--- config.mk ---
export PLATFORM = sky130hd
export DESIGN_NAME = ahb_mtx_l1_in_stage
export DESIGN_NICKNAME = d
export VERILOG_FILES = /design/src/rtl/ahb_mtx_l1_in_stage.sv
export SDC_FILE = /design/constraint.sdc
export NUM_CORES = 1
export LEC_CHECK = 0
export ABC_CLOCK_PERIOD_IN_PS = 1850
export BUFFER_PORTS_ARGS = -buffer_cell sky130_fd_sc_hd__clkbuf_2
export CAP_MARGIN = 20
export CORE_MARGIN = 1.5
export CORE_UTILIZATION = 36
export CTS_CLUSTER_DIAMETER = 60
export DETAILED_ROUTE_END_ITERATION = 10
export PLACE_DENSITY = 0.75
export SYNTH_ARGS = -nofsm -noshare
export SYNTH_HDL_FRONTEND = slang
export SYNTH_SLANG_ARGS = --single-unit
--- constraint.sdc ---
create_clock -name HCLK -period 1.85 [get_ports HCLK]
set_input_delay 0.185 -clock HCLK [delete_from_list [all_inputs] [get_ports HCLK]]
set_output_delay 0.185 -clock HCLK [all_outputs]
set_load 0.02 [all_outputs]
--- src/rtl/ahb_mtx_l1_in_stage.sv ---
//------------------------------------------------------------------------------
// Module   : ahb_mtx_l1_in_stage
// Brief    : Layer-1 AHB matrix input stage. Holds a master address phase that
//            targets an inactive output stage and replays it to the decoder.
// Option   : AHB_MTX_L1_SEQ_CONVERT_EN - replay held SEQ transfers as NONSEQ
// Revision : 1.0 - initial release
//------------------------------------------------------------------------------
`default_nettype none

module ahb_mtx_l1_in_stage #(
  parameter int AW = 32
) (
  input  logic          HCLK,
  input  logic          HRESETn,
  input  logic          HSELS,
  input  logic [AW-1:0] HADDRS,
  input  logic [1:0]    HTRANSS,
  input  logic          HWRITES,
  input  logic [2:0]    HSIZES,
  input  logic [2:0]    HBURSTS,
  input  logic [3:0]    HPROTS,
  input  logic          HMASTLOCKS,
  input  logic          HREADYS,
  input  logic          active_dec,
  input  logic          readyout_dec,
  input  logic [1:0]    resp_dec,
  output logic          HREADYOUTS,
  output logic [1:0]    HRESPS,
  output logic          sel_op,
  output logic [AW-1:0] addr_op,
  output logic [1:0]    trans_op,
  output logic          write_op,
  output logic [2:0]    size_op,
  output logic [2:0]    burst_op,
  output logic [3:0]    prot_op,
  output logic          mastlock_op,
  output logic          ready_op,
  output logic          held_tran_op
);

  logic          r_held_tran;
  logic          r_sel;
  logic [AW-1:0] r_addr;
  logic [1:0]    r_trans;
  logic          r_write;
  logic [2:0]    r_size;
  logic [2:0]    r_burst;
  logic [3:0]    r_prot;
  logic          r_mastlock;

  logic          w_load;
  logic          w_hold_set;
  logic          w_hold_clr;
  logic [1:0]    w_trans_held;

  // The held flag gates the load, so a new phase never overwrites a pending one.
  assign w_load     = HREADYS & ~r_held_tran & HSELS;
  assign w_hold_set = w_load & HTRANSS[1] & ~active_dec;
  assign w_hold_clr = r_held_tran & active_dec & readyout_dec;

  always_ff @(posedge HCLK or negedge HRESETn) begin
    if (!HRESETn) begin
      r_held_tran <= 1'b0;
      r_sel       <= 1'b0;
      r_addr      <= '0;
      r_trans     <= 2'b00;
      r_write     <= 1'b0;
      r_size      <= 3'b000;
      r_burst     <= 3'b000;
      r_prot      <= 4'b0000;
      r_mastlock  <= 1'b0;
    end else begin
      if (w_load) begin
        r_sel      <= HSELS;
        r_addr     <= HADDRS;
        r_trans    <= HTRANSS;
        r_write    <= HWRITES;
        r_size     <= HSIZES;
        r_burst    <= HBURSTS;
        r_prot     <= HPROTS;
        r_mastlock <= HMASTLOCKS;
      end
      if (w_hold_set)
        r_held_tran <= 1'b1;
      else if (w_hold_clr)
        r_held_tran <= 1'b0;
    end
  end

`ifdef AHB_MTX_L1_SEQ_CONVERT_EN
  // Arbitration may have broken the burst, so a replayed SEQ restarts as NONSEQ.
  assign w_trans_held = (r_trans == 2'b11) ? 2'b10 : r_trans;
`else
  assign w_trans_held = r_trans;
`endif

  assign sel_op       = r_held_tran ? r_sel        : HSELS;
  assign addr_op      = r_held_tran ? r_addr       : HADDRS;
  assign trans_op     = r_held_tran ? w_trans_held : HTRANSS;
  assign write_op     = r_held_tran ? r_write      : HWRITES;
  assign size_op      = r_held_tran ? r_size       : HSIZES;
  assign burst_op     = r_held_tran ? r_burst      : HBURSTS;
  assign prot_op      = r_held_tran ? r_prot       : HPROTS;
  assign mastlock_op  = r_held_tran ? r_mastlock   : HMASTLOCKS;

  assign ready_op     = r_held_tran ? readyout_dec : HREADYS;
  assign HREADYOUTS   = r_held_tran ? 1'b0         : readyout_dec;
  assign HRESPS       = r_held_tran ? 2'b00        : resp_dec;
  assign held_tran_op = r_held_tran;

endmodule

`default_nettype wire
### Yosys cells after proc, flatten, opt, wreduce, memory -nomap -nowiden

Cells that the tools add are included.

| operators by class | value |
|---|---|
| multiplexer cells | 13 |
| bitwise logic cells | 8 |
| reduce and logical (&&, ||, !) cells | 1 |

Operators with widths:

| cell | count |
|---|---|
| $mux W32 | 1 |
| $mux W1 | 7 |
| $and A1 B1 Y1 | 6 |
| $mux W3 | 2 |
| $mux W2 | 2 |
| $mux W4 | 1 |
| $not A1 Y1 | 2 |
| $reduce_bool A2 Y1 | 1 |

| word-level totals | value |
|---|---|
| register bits after elaboration | 48 |
| input bits | 54 |
| output and inout port bits | 52 |
| logic and storage cells | 31 |

### Depth between registers and ports, before layout

| depth | value |
|---|---|
| depth after elaboration | 6 |
| depth in mapped cells | 5 |
| depth with buffers taken out | 2 |

### Least setup slack after synthesis

No wires, ideal clock.

| timing | value |
|---|---|
| path kind | register to register |
| start point | register r_held_tran, in the netlist held_tran_op |
| end point | register r_addr[0] |
| setup time | 125 ps |
| arrival | 1318 ps |
| required time | 1725 ps |
| path slack | 407 ps |
| cell stages (with the launch flop) | 6 |
| buffers on the path | 3 |
| period minus slack after synthesis | 1443 ps |
| cells stage by stage | dfrtp_1 buf_6 nand3b_4 buf_6 buf_6 mux2_4 |

| on the way | value |
|---|---|
| longest elaborated chain between the ends | 3 |

RTL lines:

| item | RTL line | RTL |
|---|---|---|
| from (decl) | 41 | `logic r_held_tran;` |
| from (signal assigned) | 63 | `r_held_tran <= 1'b0;` |
| from (signal assigned) | 84 | `r_held_tran <= 1'b1;` |
| from (signal assigned) | 86 | `r_held_tran <= 1'b0;` |
| $not A1 Y1 | 57 | `assign w_load = HREADYS & ~r_held_tran & HSELS;` |
| $and A1 B1 Y1 (2 in series) | 57 |  |
| to (signal assigned) | 65 | `r_addr <= '0;` |
| to (signal assigned) | 75 | `r_addr <= HADDRS;` |
| to (decl) | 43 | `logic [AW-1:0] r_addr;` |

Every way passes these cells.
A chain may end at the register's enable or synchronous reset.

### Worst setup path after layout

| timing | value |
|---|---|
| start point | register r_held_tran, in the netlist held_tran_op |
| end point | output burst_op[2] |

| on the way | value |
|---|---|
| longest elaborated chain between the ends | 1 |

RTL lines:

| item | RTL line | RTL |
|---|---|---|
| $mux W3 | 102 | `assign burst_op = r_held_tran ? r_burst : HBURSTS;` |
| to (decl) | 34 | `output logic [2:0] burst_op,` |

Every way passes these cells.

==> flow_metrics.tcl <==
set metrics [dict create \
    synth_top_cell_by_area "dfrtp_1" \
    synthAdderAreaFrac_pct 0 \
    setup_violations 0 \
    post-route-period-util_pct 89.8 \
    status "finished, final reports clean" \
    power_density_nw_per_um2 944 \
    maxSlewViolCount 0 \
    max_freq_ghz 0.602 \
    htree_num_levels 2 \
    hold_violations 0 \
    grt_use_total_pct 12.7 \
    synth_compound_area_share_pct 0.397 \
    syn-mean-instance-area_um2 15.7 \
    synth-seq-cells 48 \
    vias_per_cell 4.59 \
    synth-xor-area-share_pct 0 \
    postRouteAntennaNets 0 \
    max-clock-path-buffers 2 \
    crit_chain "buf_12, mux2_2, clkbuf_2" \
    worstReg2RegStart "held_tran_op$_DFFE_PN0P_" \
    cp_max_fo 38 \
    r2r_end "r_addr[9]$_DFFE_PN0P_" \
    arrival_ns 1.48 \
    end_kind "primary output" \
    chipHeight_um 86.7 \
    grt_pass1_vias 1676 \
    reg2reg_slack_ns 0.52 \
    synthMuxAreaShare_pct 46.3 \
    maxCapViolCount 0 \
    ir_drop_v 0.000359 \
    overflow 0 \
    cp_slowest_cell "dfrtp_2" \
    io_pins 106 \
    setup_tns_ns 0 \
    synthCells 161 \
    path_clk_slew_ns 0.09 \
    grt_max_degree 39 \
    worstRegToRegCells 3 \
    syn_nets 215 \
    hold_end "r_addr[1]$_DFFE_PN0P_" \
    seq_area_frac_synth_pct 47.7 \
    wl_per_cell_um 13.0 \
    cpPeakStageDelay_ns 0.40 \
    core_um2 6790 \
    syn_to_final_growth_pct 29.7 \
    ys_types 10 \
    die_area_um2 7510 \
    hold_path_depth 2 \
    p_sw_share_pct 28.8 \
    drive_gt1_share_pct 79.3 \
    route.detailed.drc 0 \
    gp_congestion 0.652 \
    combinationalPowerShare_pct 32.3 \
    vias 1679 \
    period_minus_slack_ns 1.66 \
    critical_path_class "flop to primary output" \
    startpoint_type "flop" \
    ys_warn_count 0 \
    fin_nets 323 \
    max_slew_margin_pct 78.7 \
    synth.area.top_cells "dfrtp_1, mux2_2, mux2_4, buf_6, buf_2" \
    tightest_slew_ns 0.319 \
    synth-simple-area-share_pct 2.18 \
    clock-sinks 48 \
    hpwl_mm 3.54 \
    switchingPower_w 0.000888 \
    grt_pass1_wl_mm 7.44 \
    drtIter0Drc 55 \
    p_int_w 0.00220 \
    antenna_found_initial 0 \
    post-cts-setup-buffers 0 \
    hp-class "primary input to flop" \
    p_clk_share_pct 23.6 \
    skew_ns 0.00782 \
    grt_setup_unrepaired "no" \
    final_core_util_pct 48.1 \
    hp-start "HADDRS[1]" \
    io_buffers 105 \
    cts-buffers-inserted 5 \
    routed_wl_mm 4.74 \
    pwr-share-seq_pct 44.1 \
    required_ns 1.66 \
    fp-row-count 30 \
    clkLatencyLatePin_ns 0.29 \
    antennaDiodeCount 0 \
    firstDrtPassIters 4 \
    initial_core_util_pct 37.1 \
    cts_resized 0 \
    synth_top_family_by_area "multiplexers" \
    cts-root-buf "clkbuf_8" \
    synthesis.area_um2 2520 \
    synth_top_area_share_pct 47.7 \
    cts_tree "yes" \
    die_x_um 86.7 \
    cp_num_buf_inv 2 \
    cp_top_family "flip-flops" \
    p_leak_nw 1.64 \
]
worst max-delay path by stage:
stage / start / endpoint / slack, ns / cells past startpoint
final: held_tran_op$_DFFE_PN0P_ / burst_op[2] / 0.19 / 3
after CTS: held_tran_op$_DFFE_PN0P_ / burst_op[2] / 0.17 / 3
after global placement: held_tran_op$_DFFE_PN0P_ / addr_op[2] / 0.52 / 3
after floorplan: held_tran_op$_DFFE_PN0P_ / r_addr[0]$_DFFE_PN0P_ / 0.41 / 5
after detailed placement: held_tran_op$_DFFE_PN0P_ / burst_op[2] / 0.51 / 3
after global routing: held_tran_op$_DFFE_PN0P_ / burst_op[2] / 0.12 / 3
flip-flops by register name, indices dropped and copies added, names as in the netlist:
| register | flops |
|---|---|
| r_addr | 32 |
| r_prot | 4 |
| r_burst | 3 |
| r_size | 3 |
| r_trans | 2 |
| held_tran_op | 1 |
| r_mastlock | 1 |
| r_sel | 1 |
| r_write | 1 |
synthesized netlist by cell type, drive strengths merged:
cell type / count
mux2: 94
buf: 11
nand3b: 1
nand2b: 1
a32o: 1
dfrtp: 48
nor2b: 4
nand2: 1
routing by layer:
layer	track usage, %	routed length (µm)
met1	14.5	2000
met2	22.4	2440
met3	4.10	277
met4	3.96	22
met5	0	0
stage by stage:
stage | instances | worst slack, ns | hold slack (ns) | cell area, µm² | total power (W)
6_report | 366 | 0.189 | 0.135 | 3270 | 0.00308
3_5_place_dp | 357 | 0.507 | 0.195 | 3150 | 0.00238
4_1_cts | 366 | 0.166 | 0.119 | 3270 | 0.00314
2_1_floorplan | 161 | 0.407 | -0.111 | 2520 | 0.00208
3_3_place_gp | 357 | 0.525 | 0.203 | 3150 | 0.00235
5_1_grt | 366 | 0.122 | 0.109 | 3270 | 0.00327
worst register-to-register path, stage by stage, from the launching register on:
cell      delay, ns
dfrtp_2        0.40
nand3b_4       0.16
buf_4          0.31
mux2_4         0.34
cell usage in the layout, fill, tap and decap left out, drive strengths merged:
cell / count
buf: 6
a32o: 1
clkbuf: 111
nand2b: 1
clkinv: 1
bufinv: 1
nor2b: 4
nand3b: 1
mux2: 94
nand2: 1
dfrtp: 48
dlygate4sd3: 1
power groups by stage:
stage | registers (W) | logic [W] | clock network, W
2_1_floorplan | 0.00134 | 0.000734 | 0
3_3_place_gp | 0.00136 | 0.000990 | 0
3_5_place_dp | 0.00138 | 0.00101 | 0
4_1_cts | 0.00136 | 0.00101 | 0.000769
5_1_grt | 0.00138 | 0.00107 | 0.000821
6_report | 0.00136 | 0.000995 | 0.000729
final cells by class:
| class | instances | area (µm²) |
|---|---|---|
| Tap cell | 96 | 120 |
| Clock inverter | 2 | 35.0 |
| Sequential cell | 48 | 1200 |
| Multi-Input combinational cell | 102 | 1230 |
| Timing Repair Buffer | 112 | 606 |
| Fill cell | 615 | 3530 |
| Clock buffer | 6 | 72.6 |
kinds of logic (layout without fill, tap and decap cells):
kind of cell / count (synthesis) / in the layout
muxes: 94 / 94
DFF: 48 / 48
buffers and inverters: 11 / 120
and+or+nand+nor: 7 / 7
AOI/OAI and AO/OA: 1 / 1
repair_timing:
action	4_1_cts	5_1_grt
hold buffers	1	0
endpoints found under the setup margin	0	0
hold endpoints to repair	48	0
(Power assumes the default switching activity.)
